File: src/rtl/capture_sequencer.sv
// capture_sequencer: frame-level scheduler for the 8-bit ADC capture driver.
// Walks rows/cols, settles, triggers one conversion per pixel, writes frame RAM.
module capture_sequencer #(
  parameter int ADC_RES       = 8,
  parameter int NUM_COLS      = 112,
  parameter int NUM_ROWS      = 112,
  parameter int ADDR_W        = 14,
  parameter int SETTLE_TICKS  = 8,
  parameter int TIMEOUT_TICKS = 64
) (
  input  logic               clk,
  input  logic               reset,
  input  logic               frameReq,
  input  logic               abort,
  output logic               busy,
  output logic               frameDone,
  output logic               err,
  output logic [6:0]         rowSel,
  output logic [6:0]         colSel,
  output logic               startCapture,
  input  logic               adcCs,
  input  logic [ADC_RES-1:0] adcData,
  output logic               wrEn,
  output logic [ADDR_W-1:0]  wrAddr,
  output logic [ADC_RES-1:0] wrData
);

  localparam int MAX_TICKS =
    (TIMEOUT_TICKS > SETTLE_TICKS) ? TIMEOUT_TICKS : SETTLE_TICKS;
  localparam int CNT_W = $clog2(MAX_TICKS) + 1;

  localparam logic [CNT_W-1:0] SETTLE_LAST  = CNT_W'(SETTLE_TICKS - 1);
  localparam logic [CNT_W-1:0] TIMEOUT_LAST = CNT_W'(TIMEOUT_TICKS - 1);
  localparam logic [6:0]       COL_LAST     = 7'(NUM_COLS - 1);
  localparam logic [6:0]       ROW_LAST     = 7'(NUM_ROWS - 1);

  typedef enum logic [2:0] {
    IDLE, SETTLE, TRIG, CONV, STORE, NEXT, DONE
  } state_t;

  state_t state, state_n;

  logic [CNT_W-1:0]   cnt, cnt_n;
  logic [ADDR_W-1:0]  addr, addr_n;
  logic [6:0]         row_n, col_n;
  logic               abort_q, abort_n;
  logic               busy_n, done_n, err_n;
  logic               wr_n, start_n;
  logic [ADDR_W-1:0]  wr_addr_n;
  logic [ADC_RES-1:0] wr_data_n;
  logic               last_px;

  assign last_px = (rowSel == ROW_LAST) && (colSel == COL_LAST);

  always_ff @(posedge clk) begin
    if (reset) begin
      state <= IDLE;
    end else begin
      state <= state_n;
    end
  end

  always_ff @(posedge clk) begin
    if (reset) begin
      cnt          <= '0;
      addr         <= '0;
      rowSel       <= '0;
      colSel       <= '0;
      abort_q      <= 1'b0;
      busy         <= 1'b0;
      frameDone    <= 1'b0;
      err          <= 1'b0;
      startCapture <= 1'b1;
      wrEn         <= 1'b0;
      wrAddr       <= '0;
      wrData       <= '0;
    end else begin
      cnt          <= cnt_n;
      addr         <= addr_n;
      rowSel       <= row_n;
      colSel       <= col_n;
      abort_q      <= abort_n;
      busy         <= busy_n;
      frameDone    <= done_n;
      err          <= err_n;
      startCapture <= start_n;
      wrEn         <= wr_n;
      wrAddr       <= wr_addr_n;
      wrData       <= wr_data_n;
    end
  end

  always_comb begin
    state_n   = state;
    cnt_n     = cnt;
    addr_n    = addr;
    row_n     = rowSel;
    col_n     = colSel;
    abort_n   = abort_q | (busy & abort);
    err_n     = err;
    done_n    = 1'b0;
    wr_n      = 1'b0;
    wr_addr_n = wrAddr;
    wr_data_n = wrData;

    unique case (state)
      IDLE: begin
        abort_n = 1'b0;
        if (frameReq) begin
          state_n = SETTLE;
          cnt_n   = '0;
          addr_n  = '0;
          row_n   = '0;
          col_n   = '0;
          err_n   = 1'b0;
        end
      end
      SETTLE: begin
        if (cnt == SETTLE_LAST) begin
          state_n = TRIG;
          cnt_n   = '0;
        end else begin
          cnt_n = cnt + 1'b1;
        end
      end
      TRIG: begin
        if (!adcCs) begin
          state_n = CONV;
        end else if (cnt == TIMEOUT_LAST) begin
          state_n = DONE;
          err_n   = 1'b1;
        end else begin
          cnt_n = cnt + 1'b1;
        end
      end
      CONV: begin
        if (adcCs) begin
          state_n   = STORE;
          wr_n      = 1'b1;
          wr_addr_n = addr;
          wr_data_n = adcData;
        end
      end
      STORE: begin
        state_n = NEXT;
        // same abort view that NEXT will act on one cycle later
        done_n  = last_px && !abort_n;
      end
      NEXT: begin
        cnt_n = '0;
        if (abort_q || last_px) begin
          state_n = DONE;
        end else begin
          state_n = SETTLE;
          addr_n  = addr + 1'b1;
          if (colSel == COL_LAST) begin
            col_n = '0;
            row_n = rowSel + 1'b1;
          end else begin
            col_n = colSel + 1'b1;
          end
        end
      end
      DONE: begin
        state_n = IDLE;
        abort_n = 1'b0;
      end
      default: begin
        state_n = IDLE;
      end
    endcase

    busy_n  = (state_n != IDLE) && (state_n != DONE);
    start_n = (state_n != TRIG);
  end

endmodule
File: config.mk
export PLATFORM = sky130hd
export DESIGN_NAME = capture_sequencer
export DESIGN_NICKNAME = d
export VERILOG_FILES = /design/src/rtl/capture_sequencer.sv
export SDC_FILE = /design/constraint.sdc
export NUM_CORES = 1
export LEC_CHECK = 0
export CAP_MARGIN = 20
export CELL_PAD_IN_SITES_DETAIL_PLACEMENT = 1
export CELL_PAD_IN_SITES_GLOBAL_PLACEMENT = 2
export CORE_MARGIN = 5
export CORE_UTILIZATION = 30
export CTS_CLUSTER_DIAMETER = 60
export CTS_CLUSTER_SIZE = 16
export DETAILED_ROUTE_END_ITERATION = 6
export HOLD_SLACK_MARGIN = 0.02
export PLACE_DENSITY_LB_ADDON = 0.1
export SYNTH_ARGS = -nofsm -noshare
export SYNTH_HDL_FRONTEND = slang
export SYNTH_SLANG_ARGS = --single-unit
File: constraint.sdc
create_clock -name clk -period 2.5 [get_ports clk]
set_input_delay 0.5 -clock clk [delete_from_list [all_inputs] [get_ports clk]]
set_output_delay 0.5 -clock clk [all_outputs]
set_load 0.02 [all_outputs]
==> results.ini, run 1 <==
[cells_and_area]
syn2layout_area_growth_pct = 30.3
diodes = 0
instances_no_fill = 525
nNetsFinal = 408
layout-drive-gt1-share_pct = 8.59
final_common_cell = dfxtp_1
final_cell_mix = dfxtp_1, nand2_1, clkdlybuf4s50_1, nor2_1, a21oi_1

[floorplan]
die_y_um = 107
design.core.area_um2 = 9240
die-width_um = 107
row_count = 35
initial_core_util_pct = 30.8
dieArea_um2 = 11500
ios = 54

[logic_synthesis]
async_flop_share_pct = 0
yosysUniqueCellTypes = 43
synth_edf_count = 0
synth_flop_cell = dfxtp_1
synth_top_cell_area_share_pct = 46.5
synth_area_um2 = 2840
syn_nets = 351
synth_area_leader_cell = dfxtp_1
netlist_instances = 334
ys_ff_latch = 66
yosysWarningCount = 0
synth_area_leaders = dfxtp_1, nand2_1, xor2_1
synth-seq-area-share_pct = 46.5
synth_area_per_cell_um2 = 8.51

[worst_setup_path]
arrival_ps = 2250
worstReg2RegStart = rowSel[1]$_SDFFE_PP0P_
start_kind = flip-flop
crit_fanout = 16
timing.rr.end = colSel[6]$_SDFFE_PP0P_
reg2reg_depth = 7
worstPathRequired_ps = 2720
end_kind = flip-flop
path_class = reg2reg
reg2reg_slack_ps = 480

[timing]
layout_worst_path_cycle_share_pct = 81.0
rsz0062_at_grt = false
fin_crit_ps = 2020
finalSetupViolations = 0
slew_headroom_pct = 62.3
timing.fmax_mhz = 494
setup_tns_ps = 0
skew_ps = 9.69
final_hold_viol_count = 0
timing.hold.ws_ps = 456
worstMarginPinSlew_ps = 564
finalMaxSlewViolations = 0

[global_routing]
gr-total-overflow = 0
grt_use_total_pct = 13.4
antenna_found_initial = 0
grt_start_max_net_pins = 25
grt_pass1_vias = 2589
grt_pass1_wl_um = 12400

[hold_path]
holdCritStartpoint = wrAddr[0]$_SDFFE_PP0P_
worstHoldEndpoint = wrAddr[0]$_SDFFE_PP0P_
hold_class = reg2reg
holdPathStages = 2

[clock_tree]
cts_setup_buffers = 0
htree_levels = 3
clk_pin_slew_ps = 80
numCtsBuffers = 9
cts.sinks = 66
cts_tree = done
clk-insertion-delay-late_ps = 340
cts_resized = 0
cts_root_buf = clkbuf_8
ctsHoldBuffers = 0
cts_max_path_buffers = 2

[place]
port_buffers = 53
numPlacedInstances = 509
dp_hpwl_um = 5110
gp_congestion = 0.726

[route]
vias_per_cell = 4.72
ant_nets = 0
wl_per_cell_um = 13.8
dr.pass1.iters = 4
drt_iter0_drc = 44
drc = 0
vias = 2479
finalWirelength_um = 7260

[status]
status = completed

[pwr]
clkPwrFrac_pct = 40.7
power.leakage_nw = 1.32
seqPwrFrac_pct = 53.4
pwr_density_cell_nw_per_um2 = 541
swShare_pct = 25.3
ir_worst_vdd_mv = 0.198
p_switching_mw = 0.507
combPwrFrac_pct = 5.9
power.internal_mw = 1.50

[flow_run]
maxCapViolCount = 0

## power by group through the flow
stage	sequential (mW)	clock [mW]	combinational [mW]
2_1_floorplan	1.10	0	0.0705
4_1_cts	1.07	0.860	0.122
5_1_grt	1.07	0.916	0.131
6_report	1.07	0.816	0.118
3_5_place_dp	1.10	0	0.121
3_3_place_gp	1.10	0	0.120
## synthesized netlist by cell type (4+ instances only)
cell type / count
nand4_1: 10
nand2_1: 64
xnor2_1: 9
nand3_1: 9
a21oi_1: 35
buf_2: 4
ha_1: 4
and3_1: 10
xor2_1: 22
clkbuf_1: 9
dfxtp_1: 66
nor2_1: 42
nor3_1: 6
## registers in the layout, indices dropped and copies added, names as in the netlist
signal,count
abort_q,1
addr,14
busy,1
cnt,7
colSel,7
err,1
frameDone,1
rowSel,7
startCapture,1
state,3
wrAddr,14
wrData,8
wrEn,1
## how the worst max path moves through the flow
stage                      startpoint                endpoint  slack, ps  cells past startpoint
6_report       rowSel[1]$_SDFFE_PP0P_  colSel[6]$_SDFFE_PP0P_        480                      7
5_1_grt        rowSel[1]$_SDFFE_PP0P_  colSel[6]$_SDFFE_PP0P_        260                      7
3_3_place_gp                 frameReq   addr[10]$_SDFFE_PP0P_        390                      7
3_5_place_dp                 frameReq  colSel[6]$_SDFFE_PP0P_        350                      7
4_1_cts        rowSel[1]$_SDFFE_PP0P_  colSel[6]$_SDFFE_PP0P_        450                      7
2_1_floorplan  rowSel[0]$_SDFFE_PP0P_   addr[10]$_SDFFE_PP0P_        570                      8
## worst max-delay path, stage by stage (launching register included)
cell and delay [ps]:
dfxtp_1 410, ha_1 240, and4b_1 260, nand4_2 220
a21o_2 380, nand4_1 160, xor2_1 180, nor2_1 60
## stage by stage
step / utilization (%) / total power, mW / area [um2] / setup WS, ps
floorplan: - / 1.17 / 2840 / 572
global placement: 38.2 / 1.22 / 3530 / 387
detailed placement: 38.2 / 1.22 / 3530 / 350
CTS: 40.1 / 2.05 / 3710 / 453
global route: 40.1 / 2.12 / 3710 / 262
finish: 40.1 / 2.01 / 3710 / 476
## cell type report
class | count | area (um2)
clock inverters | 6 | 41.3
clock buffers | 10 | 138
multi-input cells | 250 | 1440
repair buffers | 61 | 591
fillers | 1109 | 5530
well taps | 129 | 161
flip-flops and latches | 66 | 1320
inverters | 3 | 11.3
## kinds of logic (layout without fill, tap and decap cells)
group,after synthesis,in the layout,synth area share [%]
simple gates,164,164,27.3
flops,66,66,46.5
compound gates,49,49,11.4
xor+xnor,31,31,9.55
buf+inv,18,80,2.82
fa+ha+maj,4,4,1.76
mux,2,2,0.704
## routing by layer
layer / up-vias / part of all wire [%] / wire [um] / global-route usage [%]
met2: 38 / 48 / 3500 / 22.6
met4: 0 / 1.1 / 78 / 3.79
met5: - / 0 / 0 / 0
li1: 1237 / - / - / -
met3: 5 / 4.7 / 341 / 4.56
met1: 1199 / 46 / 3330 / 16.2
Power figures use the tool's default switching activity.
==> inputs of run 2 (changes only) <==
==> constraint.sdc (replaced) <==
create_clock -name clk -period 2 [get_ports clk]
set_input_delay 0.4 -clock clk [delete_from_list [all_inputs] [get_ports clk]]
set_output_delay 0.4 -clock clk [all_outputs]
set_load 0.02 [all_outputs]
==> results.ini, run 2 (synthesis gave the netlist of run 1 again) <==
[cells_and_area]
syn2layout_area_growth_pct = 36.7
final_common_cell = dfxtp_1
fillers = 1104  ; -0.45%
largestRegisters = addr x14, wrAddr x14, wrData x8
final_cell_mix = dfxtp_1, nand2_1, clkdlybuf4s50_1, nor2_1, a21oi_1
diodes = 0  ; unchanged
instances_no_fill = 537  ; +2.3%
nNetsFinal = 420  ; +2.9%
layout-drive-gt1-share_pct = 11.3  ; +2.7 points

[place]
numPlacedInstances = 521  ; +2.4%
gp_congestion = 0.749  ; +3.2%
port_buffers = 53  ; unchanged
dp_hpwl_um = 5170  ; +1.3%

[timing]
final_hold_viol_count = 0  ; unchanged
finalSetupViolations = 0  ; unchanged
skew_ps = 9.36  ; -0.332 ps
layout_worst_path_cycle_share_pct = 92.0
setup_tns_ps = 0  ; unchanged
rsz0062_at_grt = false
slew_headroom_pct = 75.0  ; +13 points
fin_crit_ps = 1840
timing.fmax_mhz = 543
finalMaxSlewViolations = 0  ; unchanged
worstMarginPinSlew_ps = 375  ; -189 ps

[route]
finalWirelength_um = 7390  ; +1.7%
dr.pass1.iters = 4  ; unchanged
dr_wl_met2_um = 3610  ; +3.0%
ant_nets = 0  ; unchanged
vias_per_cell = 4.73  ; +0.25%
wl_met1_um = 3390  ; +1.7%
vias = 2542  ; +2.5%
wl_met3_um = 249  ; -27%
drc = 0  ; unchanged
top_layer_used = met4
wl_per_cell_um = 13.8  ; -0.52%
drt_iter0_drc = 32  ; -27%

[pwr]
combPwrFrac_pct = 6.1  ; +0.2 points
pwr_density_cell_nw_per_um2 = 711  ; +31%
swShare_pct = 23.9  ; -1.4 points
p_switching_mw = 0.659  ; +30%
clkPwrFrac_pct = 45.4  ; +4.7 points
p_total_mw = 2.76  ; +38%
power.internal_mw = 2.10  ; +40%
ir_worst_vdd_mv = 0.280  ; +41%
seqPwrFrac_pct = 48.4  ; -5.0 points
power.leakage_nw = 1.41  ; +7.4%

[global_routing]
gr-total-overflow = 0  ; unchanged
grt_start_max_net_pins = 26  ; +4.0%
grt_pass1_vias = 2623  ; +1.3%
grt_pass1_wl_um = 12500  ; +0.45%
antenna_found_initial = 0  ; unchanged
grt_use_total_pct = 13.7  ; +0.24 points

[clock_tree]
clk-insertion-delay-late_ps = 350  ; about the same
cts_root_buf = clkbuf_8
htree_levels = 3  ; unchanged
clk_pin_slew_ps = 80  ; about the same
cts_max_path_buffers = 2  ; unchanged
cts_resized = 0  ; unchanged
numCtsBuffers = 9  ; unchanged
cts_tree = done
ctsHoldBuffers = 0  ; unchanged
cts.sinks = 66  ; unchanged
cts_setup_buffers = 0  ; unchanged

[floorplan]
ios = 54  ; unchanged
die_y_um = 107  ; unchanged
die-width_um = 107  ; unchanged
initial_core_util_pct = 30.8  ; unchanged
dieArea_um2 = 11500  ; unchanged
design.core.area_um2 = 9240  ; unchanged
row_count = 35  ; unchanged

[worst_setup_path]
worstPathRequired_ps = 1600  ; -1120 ps
cp_slowest_cell = clkdlybuf4s50_1
end_kind = output pin
path_cells = buf_4 -> clkdlybuf4s50_1
start_kind = flip-flop
max_stage_delay_ps = 600  ; +190 ps
arrival_ps = 1440  ; -810 ps
path_class = reg2out
crit_start = colSel[2]$_SDFFE_PP0P_
crit_fanout = 4  ; -12
worstReg2RegStart = colSel[0]$_SDFFE_PP0P_

[flow_run]
maxCapViolCount = 0  ; unchanged

[hold_path]
holdCritStartpoint = wrData[6]$_SDFFE_PP0P_
hold_class = reg2reg

[status]
status = completed

run 2: changes by cell type in the layout (fill, tap and decap cells not counted):
cell | previous run | this run
a21oi_2 | 1 | 0
o21bai_4 | 0 | 1
clkinvlp_4 | 3 | 2
clkbuf_8 | 10 | 9
buf_12 | 0 | 3
bufinv_16 | 0 | 2
clkinv_4 | 0 | 1
buf_4 | 8 | 17
inv_6 | 1 | 0
a21oi_4 | 0 | 1
o21bai_2 | 1 | 0
run 2: worst paths after layout:
check	slack, ps	to	cells past startpoint
worst max-delay path	160	colSel[2]	2
worst min-delay path	450	wrData[6]$_SDFFE_PP0P_	2
worst max register to register	160	busy$_SDFF_PP0_	8
worst min register to register	450	wrData[6]$_SDFFE_PP0P_	2
run 2: layout make-up:
cell class	count	area [um2]	share of cell area [%]
clock buffers	9	124	3.19
clock inverters	7	93.8	2.41
inverters	3	11.3	0.290
multi-input cells	250	1460	37.5
flip-flops and latches	66	1320	34.0
well taps	129	161	4.15
repair buffers	73	718	18.5
run 2: layer usage:
layer / GRT usage [%] / up-vias
li1: - / 1271
met1: 15.9 / 1213
met2: 23.7 / 48
met3: 3.12 / 10
met4: 6.22 / 0
met5: 0 / -
run 2: critical path, delay by kind of cell, from the launching register on:
| kind | cells | cell delay, ps |
|---|---|---|
| buffers and inverters | 2 | 740 |
| DFF | 1 | 350 |
run 2: per-stage QoR:
step | utilization [%] | hold WS, ps | worst slack, ps | cell area (um2)
after floorplan | - | 444 | 71.6 | 2840
after global placement | 39.6 | 443 | 28.9 | 3650
after detailed placement | 39.6 | 447 | -4.30 | 3650
after CTS | 41.9 | 459 | 67.8 | 3870
after global routing | 42.1 | 477 | 20.3 | 3890
final | 42.1 | 454 | 159 | 3890
run 2: power by group through the flow:
stage,clock network [mW],registers (mW),logic [mW]
2_1_floorplan,0,1.37,0.0881
3_3_place_gp,0,1.37,0.169
3_5_place_dp,0,1.37,0.168
4_1_cts,1.30,1.34,0.169
5_1_grt,1.36,1.34,0.187
6_report,1.26,1.34,0.169
